## config.mk

```make
export PLATFORM = sky130hd
export DESIGN_NAME = hazard_stall_ctrl
export DESIGN_NICKNAME = d
export VERILOG_FILES = /design/src/rtl/hazard_stall_ctrl.sv
export SDC_FILE = /design/constraint.sdc
export NUM_CORES = 1
export LEC_CHECK = 0
export ABC_CLOCK_PERIOD_IN_PS = 3500
export BUFFER_PORTS_ARGS = -buffer_cell sky130_fd_sc_hd__buf_4
export CAP_MARGIN = 10
export CORE_MARGIN = 8
export CORE_UTILIZATION = 52
export DETAILED_ROUTE_END_ITERATION = 7
export HOLD_SLACK_MARGIN = 0.06
export PLACE_DENSITY = 0.79
export SYNTH_ARGS = -nofsm -noshare
export SYNTH_HDL_FRONTEND = slang
export SYNTH_SLANG_ARGS = --single-unit
```

## constraint.sdc

```tcl
create_clock -name clk -period 3.5 [get_ports clk]
set_input_delay 0.875 -clock clk [delete_from_list [all_inputs] [get_ports clk]]
set_output_delay 0.875 -clock clk [all_outputs]
set_load 0.005 [all_outputs]
```

## src/rtl/hazard_stall_ctrl.sv

```systemverilog
// -----------------------------------------------------------------------------
// hazard_stall_ctrl
//
// Pipeline sequencing controller for the 5-stage 16-bit core. Decides, every
// cycle, which pipeline registers capture, which get cleared to a bubble and
// whether the PC advances. Four things can interrupt normal flow:
//   - a fixed-latency data-memory access freezes the whole pipeline,
//   - a load followed by a dependent instruction injects one bubble,
//   - a taken branch resolved in ID squashes the wrong-path fetch,
//   - HLT stops fetch, lets older instructions drain, then parks the core.
// Also keeps a saturating count of cycles where the PC did not advance.
//
// Parameters:
//   MEM_LAT  data-memory latency in cycles (>=1), 1 = never freezes
//   REG_W    register index width
//   DRAIN    cycles after HLT leaves ID before halted asserts
//
// Ports:
//   clk, rst               clock (rising edge), synchronous active-low reset
//   id_rs, id_rt           source register fields of the ID instruction
//   id_uses_rs/rt          ID instruction actually reads rs / rt
//   idex_memread, idex_rd  EX instruction is a load, and its destination
//   id_branch_taken        taken branch/jump resolved in ID
//   id_halt                HLT decoded in ID
//   exmem_mem_req          load/store in MEM starting an access
//   pc_wen                 PC write enable
//   ifid_wen, ifid_flush   IF/ID write enable and synchronous clear
//   idex_wen, idex_flush   ID/EX write enable and synchronous clear
//   exmem_wen, memwb_wen   EX/MEM and MEM/WB write enables
//   halted                 pipeline fully drained after HLT
//   stall_cycles           saturating count of non-halted cycles with pc_wen=0
// -----------------------------------------------------------------------------
module hazard_stall_ctrl #(
   parameter int MEM_LAT = 4,
   parameter int REG_W   = 4,
   parameter int DRAIN   = 3
) (
   input  logic             clk,
   input  logic             rst,
   input  logic [REG_W-1:0] id_rs,
   input  logic [REG_W-1:0] id_rt,
   input  logic             id_uses_rs,
   input  logic             id_uses_rt,
   input  logic             idex_memread,
   input  logic [REG_W-1:0] idex_rd,
   input  logic             id_branch_taken,
   input  logic             id_halt,
   input  logic             exmem_mem_req,
   output logic             pc_wen,
   output logic             ifid_wen,
   output logic             ifid_flush,
   output logic             idex_wen,
   output logic             idex_flush,
   output logic             exmem_wen,
   output logic             memwb_wen,
   output logic             halted,
   output logic [15:0]      stall_cycles
);

   localparam int CNT_W  = $clog2(MEM_LAT) + 1;
   localparam int DCNT_W = $clog2(DRAIN) + 1;
   localparam bit MEM_FREEZES = (MEM_LAT > 1);
   // Guarded so MEM_LAT=1 never produces a negative load value.
   localparam logic [CNT_W-1:0]  MEM_LOAD   = MEM_FREEZES ? CNT_W'(MEM_LAT - 2) : '0;
   localparam logic [DCNT_W-1:0] DRAIN_LOAD = DCNT_W'(DRAIN - 1);

   typedef enum logic [1:0] {
      ST_RUN,
      ST_DRAIN,
      ST_HALTED
   } state_t;

   state_t              state, state_nxt;
   logic                mem_busy, mem_busy_nxt;
   logic [CNT_W-1:0]    mem_cnt, mem_cnt_nxt;
   logic [DCNT_W-1:0]   drain_cnt, drain_cnt_nxt;
   logic [15:0]         stall_cnt;

   logic freeze;
   logic load_use;
   logic rs_hit, rt_hit;
   logic stall_inc;

   logic pc_wen_c, ifid_wen_c, ifid_flush_c, idex_wen_c, idex_flush_c;
   logic exmem_wen_c, memwb_wen_c, halted_c;

   // A load in EX writing r0 never creates a dependency, since r0 is constant.
   assign rs_hit   = id_uses_rs && (id_rs == idex_rd);
   assign rt_hit   = id_uses_rt && (id_rt == idex_rd);
   assign load_use = idex_memread && (idex_rd != '0) && (rs_hit || rt_hit);

   // The release cycle (busy with count 0) is deliberately not a freeze, and a
   // request seen then belongs to the departing access, so it cannot retrigger.
   assign freeze = (mem_busy && (mem_cnt != '0)) ||
                   (!mem_busy && exmem_mem_req && MEM_FREEZES);

   // Memory sub-FSM: counts the frozen cycles of one access independently of
   // the top-level state, so an access can overlap the HLT drain.
   always_comb begin
      mem_busy_nxt = mem_busy;
      mem_cnt_nxt  = mem_cnt;
      if (mem_busy) begin
         if (mem_cnt != '0) begin
            mem_cnt_nxt = mem_cnt - CNT_W'(1);
         end else begin
            mem_busy_nxt = 1'b0;
         end
      end else if (exmem_mem_req && MEM_FREEZES) begin
         mem_busy_nxt = 1'b1;
         mem_cnt_nxt  = MEM_LOAD;
      end
   end

   // Top-level next state and raw pipeline controls. Freeze overrides
   // everything except the parked HALTED state; inside RUN the priority is
   // load-use, then taken branch, then HLT.
   always_comb begin
      state_nxt     = state;
      drain_cnt_nxt = drain_cnt;
      pc_wen_c      = 1'b0;
      ifid_wen_c    = 1'b0;
      ifid_flush_c  = 1'b0;
      idex_wen_c    = 1'b0;
      idex_flush_c  = 1'b0;
      exmem_wen_c   = 1'b0;
      memwb_wen_c   = 1'b0;
      halted_c      = 1'b0;
      case (state)
         ST_RUN: begin
            if (!freeze) begin
               idex_wen_c  = 1'b1;
               exmem_wen_c = 1'b1;
               memwb_wen_c = 1'b1;
               if (load_use) begin
                  idex_flush_c = 1'b1;
               end else if (id_branch_taken) begin
                  pc_wen_c     = 1'b1;
                  ifid_wen_c   = 1'b1;
                  ifid_flush_c = 1'b1;
               end else if (id_halt) begin
                  idex_flush_c  = 1'b1;
                  state_nxt     = ST_DRAIN;
                  drain_cnt_nxt = DRAIN_LOAD;
               end else begin
                  pc_wen_c   = 1'b1;
                  ifid_wen_c = 1'b1;
               end
            end
         end
         ST_DRAIN: begin
            // Fetch stays stopped and bubbles follow HLT while older
            // instructions retire; the drain count only moves when unfrozen.
            if (!freeze) begin
               idex_wen_c   = 1'b1;
               idex_flush_c = 1'b1;
               exmem_wen_c  = 1'b1;
               memwb_wen_c  = 1'b1;
               if (drain_cnt == '0) begin
                  state_nxt = ST_HALTED;
               end else begin
                  drain_cnt_nxt = drain_cnt - DCNT_W'(1);
               end
            end
         end
         ST_HALTED: begin
            halted_c = 1'b1;
         end
         default: begin
            state_nxt = ST_RUN;
         end
      endcase
   end

   // Every output is held low while reset is asserted.
   assign pc_wen       = rst && pc_wen_c;
   assign ifid_wen     = rst && ifid_wen_c;
   assign ifid_flush   = rst && ifid_flush_c;
   assign idex_wen     = rst && idex_wen_c;
   assign idex_flush   = rst && idex_flush_c;
   assign exmem_wen    = rst && exmem_wen_c;
   assign memwb_wen    = rst && memwb_wen_c;
   assign halted       = rst && halted_c;
   assign stall_cycles = rst ? stall_cnt : 16'd0;

   assign stall_inc = rst && !pc_wen_c && (state != ST_HALTED);

   // State registers with synchronous active-low reset.
   always_ff @(posedge clk) begin
      if (!rst) begin
         state     <= ST_RUN;
         mem_busy  <= 1'b0;
         mem_cnt   <= '0;
         drain_cnt <= '0;
         stall_cnt <= 16'd0;
      end else begin
         state     <= state_nxt;
         mem_busy  <= mem_busy_nxt;
         mem_cnt   <= mem_cnt_nxt;
         drain_cnt <= drain_cnt_nxt;
         if (stall_inc && (stall_cnt != 16'hFFFF)) begin
            stall_cnt <= stall_cnt + 16'd1;
         end
      end
   end

endmodule

```

==> results of run 1 <==
## cells by family after synthesis
logic type | synth area share [%]
xor gates and xnor gates | 4.170
DFF | 29.78
muxes | 12.06
and+or+nand+nor | 30.23
buffers and inverters | 7.743
AOI/OAI and AO/OA | 12.29
adders and majority gates | 3.723
## synthesized netlist by cell type, types with 3 or more instances
library cell  count  area share (%)
clkbuf_1          4            0.89
xor2_1            6             3.1
and2_1           13             4.8
nand2b_1          4             1.5
nand3_1           9             2.7
inv_1            14             3.1
mux2_2            6             4.0
ha_1              5             3.7
a21oi_2           5             2.6
mux2i_1           6             3.6
a21oi_1           9             2.7
mux2_4            5             4.5
nand2_1          16             3.6
buf_4             3             1.3
nor2_1           21             4.7
buf_2             3            0.89
nand4_1          10             3.7
nor2b_1           7             2.6
and3_1            4             1.5
dfxtp_1          25              30
## stage by stage
step / instances / hold WS (ns)
after floorplan: 202 / 0.4296
after global placement: 281 / 0.4494
after detailed placement: 281 / 0.4547
after CTS: 285 / 0.4735
after global routing: 285 / 0.5137
final: 285 / 0.4682
## worst paths after layout
kind,to,slack (ns),cells past startpoint
setup / recovery,pc_wen,0.30,8
hold / removal,stall_cnt[5]$_SDFFE_PN0P_,0.47,1
setup reg to reg,stall_cnt[12]$_SDFFE_PN0P_,1.05,9
hold reg to reg,stall_cnt[5]$_SDFFE_PN0P_,0.47,1
## power by group
group / leakage (nW) / switching, mW / internal [mW]
clock: 0.0177 / 0.0854 / 0.0428
combinational: 0.681 / 0.0711 / 0.0628
sequential: 0.203 / 0.0107 / 0.295
## metal layers
metal | vias to the layer above | wire length [um] | track usage [%] | part of all wire [%]
met5 | - | 0 | 0 | 0
li1 | 783 | - | - | -
met1 | 692 | 1866 | 19.43 | 49
met3 | 4 | 140 | 3.984 | 3.7
met2 | 34 | 1765 | 24.85 | 46
met4 | 0 | 42 | 4.000 | 1.1
## worst max-delay path: cells and delay by family
kind,cells,cell delay [ns]
and+or+nand+nor,5,0.76
buffers and inverters,2,0.25
AOI/OAI and AO/OA,1,0.43
## final cells by class
type,instances,share of cell area (%)
well taps,44,2.701
clock inverters,1,0.2455
multi-input cells,151,51.50
repair buffers,47,17.31
clock buffers,3,1.105
flip-flops and latches,25,24.55
inverters,14,2.578
## sequential cells by signal (all words and copies together), names as in the netlist
signal	cells
mem_busy	1
drain_cnt	3
stall_cnt	16
state	2
mem_cnt	3
==> impl_results.md, run 1 <==
- Dpl cell area: 0.002011 mm2
- WP data arrival: 2.33 ns
- N_diodes: 0
- Cell mode on critical path: buf_4
- GRT Total Usage: 15.33%
- Critical Path Sink Type: primary output
- DRT iter0 DRCs: 79
- Status: finished, final reports clean
- RSZ-0062 raised after global routing: false
- Die Y: approximately 73 um
- Req. time, crit path: 2.62 ns
- Core area: 0.003053 mm2
- Slowest stage delay, CP: between 0.4 and 0.5 ns
- Hold Crit Start: stall_cnt[5]$_SDFFE_PN0P_
- CP max stage cell: o41a_1
- Final worst path period share: 91.56%
- Core Util, Final: roughly two thirds
- Num Clock Sinks: 25
- Initial antenna violation count: 0
- Endpoints failing setup: 0
- CTS Hold Buffers Added: 0
- P_leak: 0.9017 nW
- Final net count: ~270
- HPWL after DPL: 2.953 mm
- Post-DRT Antenna Nets: 0
- Port bufs: between 40 and 50
- Num CTS Buffers: 3
- CTS tree: done
- Worst skew pair latency: 0.32 ns
- Vias in the first global route: 1469
- Worst Path Max Fanout: 3
- # DRC: 0
- Worst setup path start: idex_rd[1]
- Tmin final: 3.205 ns
- DR pass1 iterations: 4
- Area of the die: about 0.0053 mm2
- Setup CP Type: input port to primary output
- Peak supply drop: between 0.0002 and 0.0003 V
- H-Tree Level Count: 1
- Slew @ Worst Pin: 0.4538 ns
- Synth Register Bits: 25
- WL/cell: 13.38 um
- Fin worst setup slack: 0.2952 ns
- Warnings from Yosys: 0
- Site Rows: 20
- Syn_nets: between 200 and 250
- Mapped Cells: 202
- Reg area: 500.5 um2
- Overflow after GRT: 0
- Commonest non-fill, non-tap cell in the layout: buf_4
- RD Place Congestion: 0.8206
- First-pass GRT wire length: 6.727 mm
- Post-CTS setup buffers: 0
- Filler cells: 273
- Maximum root-to-sink buffer count: 2
- Slew Viols, Final: 0
- HP Class: register to register
- Critical Path Source Type: input port
- Max_slew headroom: between 60% and 70%
- Synth-to-layout area growth: 21.30%
- Final count of hold timing violations: 0
- Layout cells sized above 1: 29.05%
- Clk_skew: 0.01225 ns
- Vias/cell: between 5 and 6
- Async set-reset flop share out of synthesis: 0%
- Footprint of the multi-input gates: around 0.0010 mm2
- I/O pins: 44
- Pwr dens: 278.7 mW/mm2
- EDFF count, synth: 0
- CP Cell Sequence: buf_4, o41a_1, nand3_1, nor4_2, nor3_1, and2_1, nor2b_1, buf_4
- Sequential share of the synthesized area: 29.78%
- Pre-CTS setup slack: 0.2965 ns
- CTS clock-pin slew for the worst setup and hold paths: 0.13 ns
- Setup TNS: 0 ns
- Worst R2R Start: mem_cnt[0]$_SDFFE_PN0P_
- Total routed wirelength: roughly 3.8 mm
- Fin area: 0.002038 mm2
- Initial core utilization: between 50 and 60%
- # resized after CTS: 0
- Clk root buf: clkbuf_4
- Die Width: 72.85 um
- Syn avg cell area: 8.319 um2
- Post-synth cell types: 41
- Maxcap violations: 0
- Synth Flop Type: dfxtp_1
- Pwr Total: 0.5680 mW
- Max Clk Rate: 0.3120 GHz
- Largest net degree at the start of global routing: 29
- Commonest cells after routing, fill and taps aside: buf_4, dfxtp_1, nor2_1
- Routed via count: 1513
- Syn Std Cell Area: ~0.0017 mm2
No activity file was read; power rests on OpenSTA's default activity.
==> run 2, diff against run 1 <==
--- a/config.mk
+++ b/config.mk
@@ -5,14 +5,15 @@
 export SDC_FILE = /design/constraint.sdc
 export NUM_CORES = 1
 export LEC_CHECK = 0
+export ABC_AREA = 1
 export ABC_CLOCK_PERIOD_IN_PS = 3500
 export BUFFER_PORTS_ARGS = -buffer_cell sky130_fd_sc_hd__buf_4
 export CAP_MARGIN = 10
 export CORE_MARGIN = 8
-export CORE_UTILIZATION = 52
+export CORE_UTILIZATION = 54
 export DETAILED_ROUTE_END_ITERATION = 7
 export HOLD_SLACK_MARGIN = 0.06
-export PLACE_DENSITY = 0.79
+export PLACE_DENSITY = 0.8
 export SYNTH_ARGS = -nofsm -noshare
 export SYNTH_HDL_FRONTEND = slang
 export SYNTH_SLANG_ARGS = --single-unit
==> run 2 against run 1 <==
Clock skew fell by 0.0020 ns. Critical path type is now register to primary output. Sequential cell count stayed put. Hold slack improved by 0.0015 ns. Largest power group unchanged.
==> impl_results.md, run 2 <==
- Status: finished, final reports clean
- Post-CTS setup buffers: 0 (unchanged)
- Initial antenna violation count: 0 (unchanged)
- Post-synth cell types: 35 (-15%)
- Peak supply drop: 0.0002393 V (-14%)
- Syn Std Cell Area: 0.001949 mm2 (+16%)
- Num CTS Buffers: 3 (unchanged)
- Slew Viols, Final: 0 (unchanged)
- Placed cells: 399 (+42%)
- Top reg by flops: stall_cnt
- Syn_nets: 343 (+51%)
- Initial core utilization: 54.48% (-0.57 points)
- WP data arrival: 2.19 ns (-0.14 ns)
- EDFF count, synth: 0 (unchanged)
- Max FFs per register: 16 (unchanged)
- Syn avg cell area: 6.130 um2 (-26%)
- N_diodes: 0 (unchanged)
- Psw: 0.2475 mW (+48%)
- Commonest cells after routing, fill and taps aside: nand2_1, inv_1, buf_4
- Die Y: 76.08 um (+4.4%)
- Hold slack: 0.4697 ns (+0.001524 ns)
- Slew @ Worst Pin: 0.4527 ns (-0.001120 ns)
- Layout cells sized above 1: 20.00% (-9.0 points)
- Final net count: 381 (+43%)
- Synth Flop Type: dfxtp_1
- Worst Path Max Fanout: 23 (+20)
- Final count of hold timing violations: 0 (unchanged)
- HP Class: register to register
- RD Place Congestion: 0.8242 (+0.44%)
- H-Tree Level Count: 1 (unchanged)
- Warnings from Yosys: 0 (unchanged)
- Synth top area share: 25.67% (-4.1 points)
- Req. time, crit path: 2.62 ns (about the same)
- Count leader, synth: nand2_1
- Routed via count: 1937 (+28%)
- XOR/XNOR Fraction of Synth Area: 1.797% (-2.4 points)
- Filler cells: 356 (+30%)
- Final worst path period share: 87.62% (-3.9 points)
- Site Rows: 22 (+10%)
- Dominant cell type by area after synthesis: dfxtp_1
- Maximum root-to-sink buffer count: 2 (unchanged)
- Main combinational cell family by area after synthesis: simple AND/OR/NAND/NOR gates
- Overflow after GRT: 0 (unchanged)
- Simple-gate share of the synthesized area: 44.99% (+15 points)
- Compound-cell area share of the yosys netlist: 7.189% (-5.1 points)
- CTS clock-pin slew for the worst setup and hold paths: 0.14 ns (about the same)
- CTS tree: done
- Commonest non-fill, non-tap cell in the layout: nand2_1
- Die Width: 76.08 um (+4.4%)
- Critical Path Source Type: register
- RSZ-0062 raised after global routing: false
- Pwr Total: 0.6813 mW (+20%)
- Async set-reset flop share out of synthesis: 0% (unchanged)
- Fin area: 0.002291 mm2 (+12%)
- P_leak: 1.266 nW (+40%)
- Tmin final: 3.067 ns (-0.1380 ns)
- Pwr dens: 297.4 mW/mm2 (+6.7%)
- Clk root buf: clkbuf_4
- DRT iter0 DRCs: 120 (+52%)
- Post-synthesis mux area share: 0% (-12 points)
- Post-DRT Antenna Nets: 0 (unchanged)
- Worst skew pair latency: 0.34 ns (+0.02 ns)
- Reg power frac: 46.2% (-7.7 points)
- Port bufs: 43 (unchanged)
- Vias in the first global route: 1855 (+26%)
- Largest regs: stall_cnt x16, drain_cnt x3, mem_cnt x3
- Cells taking the most area after synthesis: dfxtp_1, nand2_1, inv_1
- Reg area: 500.5 um2 (unchanged)
- Sw Share: 36.33% (+6.9 points)
- Clk_skew: 0.01028 ns (-0.001969 ns)
- Area of the die: 0.005788 mm2 (+9.1%)
- Sequential share of the synthesized area: 25.67% (-4.1 points)
- Endpoints failing setup: 0 (unchanged)
- Dpl cell area: 0.002265 mm2 (+13%)
- Setup CP Type: register to primary output
- Largest net degree at the start of global routing: 26 (-10%)
- Int Pwr: 0.4338 mW (+8.2%)
- GRT Total Usage: 15.64% (+0.31 points)
- Total routed wirelength: 4.348 mm (+14%)
- Vias/cell: 4.806 (-9.5%)
- Synth Register Bits: 25 (unchanged)
- DR pass1 iterations: 4 (unchanged)
- Maxcap violations: 0 (unchanged)
- # resized after CTS: 0 (unchanged)
- Synth Area in Adders: 3.209% (-0.51 points)
- Num Clock Sinks: 25 (unchanged)
- CTS Hold Buffers Added: 0 (unchanged)
- Clock share of power: 20.4% (-2.2 points)
- Max_slew headroom: 69.79% (+0.32 points)
- Core area: 0.003578 mm2 (+17%)
- HPWL after DPL: 3.416 mm (+16%)
- Logic pwr share: 33.3% (+9.7 points)
- Critical Path Sink Type: primary output
- Mapped Cells: 318 (+57%)
- Post-Layout Cell Count: 403 (+41%)
- WL/cell: 10.79 um (-19%)
- Commonest cells in the synthesized netlist: nand2_1, inv_1, nor2_1
- Synth-to-layout area growth: 17.52%
- First-pass GRT wire length: 7.859 mm (+17%)
- I/O pins: 44 (unchanged)
- Setup TNS: 0 ns (unchanged)
- Footprint of the multi-input gates: 0.001115 mm2 (+6.2%)
- Max Clk Rate: 0.3261 GHz (+4.5%)
- # DRC: 0 (unchanged)
run 2: cell count changes after synthesis, moves of 6 or more:
cell / before / now
nand2_1: 16 / 85
inv_1: 14 / 64
nor2_1: 21 / 39
and2_1: 13 / 1
nand3_1: 9 / 20
nor2b_1: 7 / 0
mux2_2: 6 / 0
mux2i_1: 6 / 0
run 2: final timing paths:
kind	from	end	slack [ns]	cells after the start
max	mem_cnt[0]$_SDFFE_PN0P_	ifid_wen	0.43	9
min	mem_cnt[0]$_SDFFE_PN0P_	mem_cnt[0]$_SDFFE_PN0P_	0.47	1
max reg2reg	mem_cnt[0]$_SDFFE_PN0P_	stall_cnt[0]$_SDFFE_PN0P_	1.42	11
min reg2reg	mem_cnt[0]$_SDFFE_PN0P_	mem_cnt[0]$_SDFFE_PN0P_	0.47	1
run 2: power by group through the flow:
| stage | Combinational [mW] | Sequential, mW | Clock [mW] |
|---|---|---|---|
| 2_1_floorplan | 0.179 | 0.318 | 0 |
| 4_1_cts | 0.229 | 0.315 | 0.142 |
| 3_3_place_gp | 0.223 | 0.321 | 0 |
| 6_report | 0.227 | 0.315 | 0.139 |
| 5_1_grt | 0.263 | 0.318 | 0.153 |
| 3_5_place_dp | 0.229 | 0.321 | 0 |
run 2: per-stage QoR:
| stage | setup WS (ns) | utilization [%] |
|---|---|---|
| floorplan | 0.7627 | - |
| global placement | 0.5348 | 63.29 |
| detailed placement | 0.4636 | 63.29 |
| CTS | 0.4177 | 64.02 |
| global route | 0.2563 | 64.02 |
| finish | 0.4332 | 64.02 |
run 2: cells by family (layout without fill, tap and decap cells):
group,after synthesis,after routing
buffers and inverters,79,116
AND/OR/NAND/NOR,183,183
adder cells (fa/ha/maj),5,5
flip-flops,25,25
XOR/XNOR,4,4
AO/OA/AOI/OAI,22,22
run 2: worst max-delay path, cell delays in order (launching register included):
cell     delay [ns]
dfxtp_1        0.37
inv_1          0.05
ha_1           0.20
ha_1           0.17
or2_1          0.26
nand2_1        0.19
inv_2          0.11
nand3_4        0.24
nor2_1         0.11
buf_4          0.16
run 2: routing by layer:
metal | up-vias | GRT usage (%) | part of all wire, %
met5 | - | 0 | 0
met4 | 0 | 6.731 | 1.5
met3 | 4 | 3.302 | 4.2
met2 | 34 | 27.85 | 50
met1 | 848 | 17.40 | 44
li1 | 1051 | - | -
run 2: cell type report:
class | count | area share (%)
Timing Repair Buffer | 45 | 14.75
Sequential cell | 25 | 21.85
Inverter | 67 | 10.98
Clock buffer | 4 | 1.147
Multi-Input combinational cell | 214 | 48.66
Tap cell | 48 | 2.622
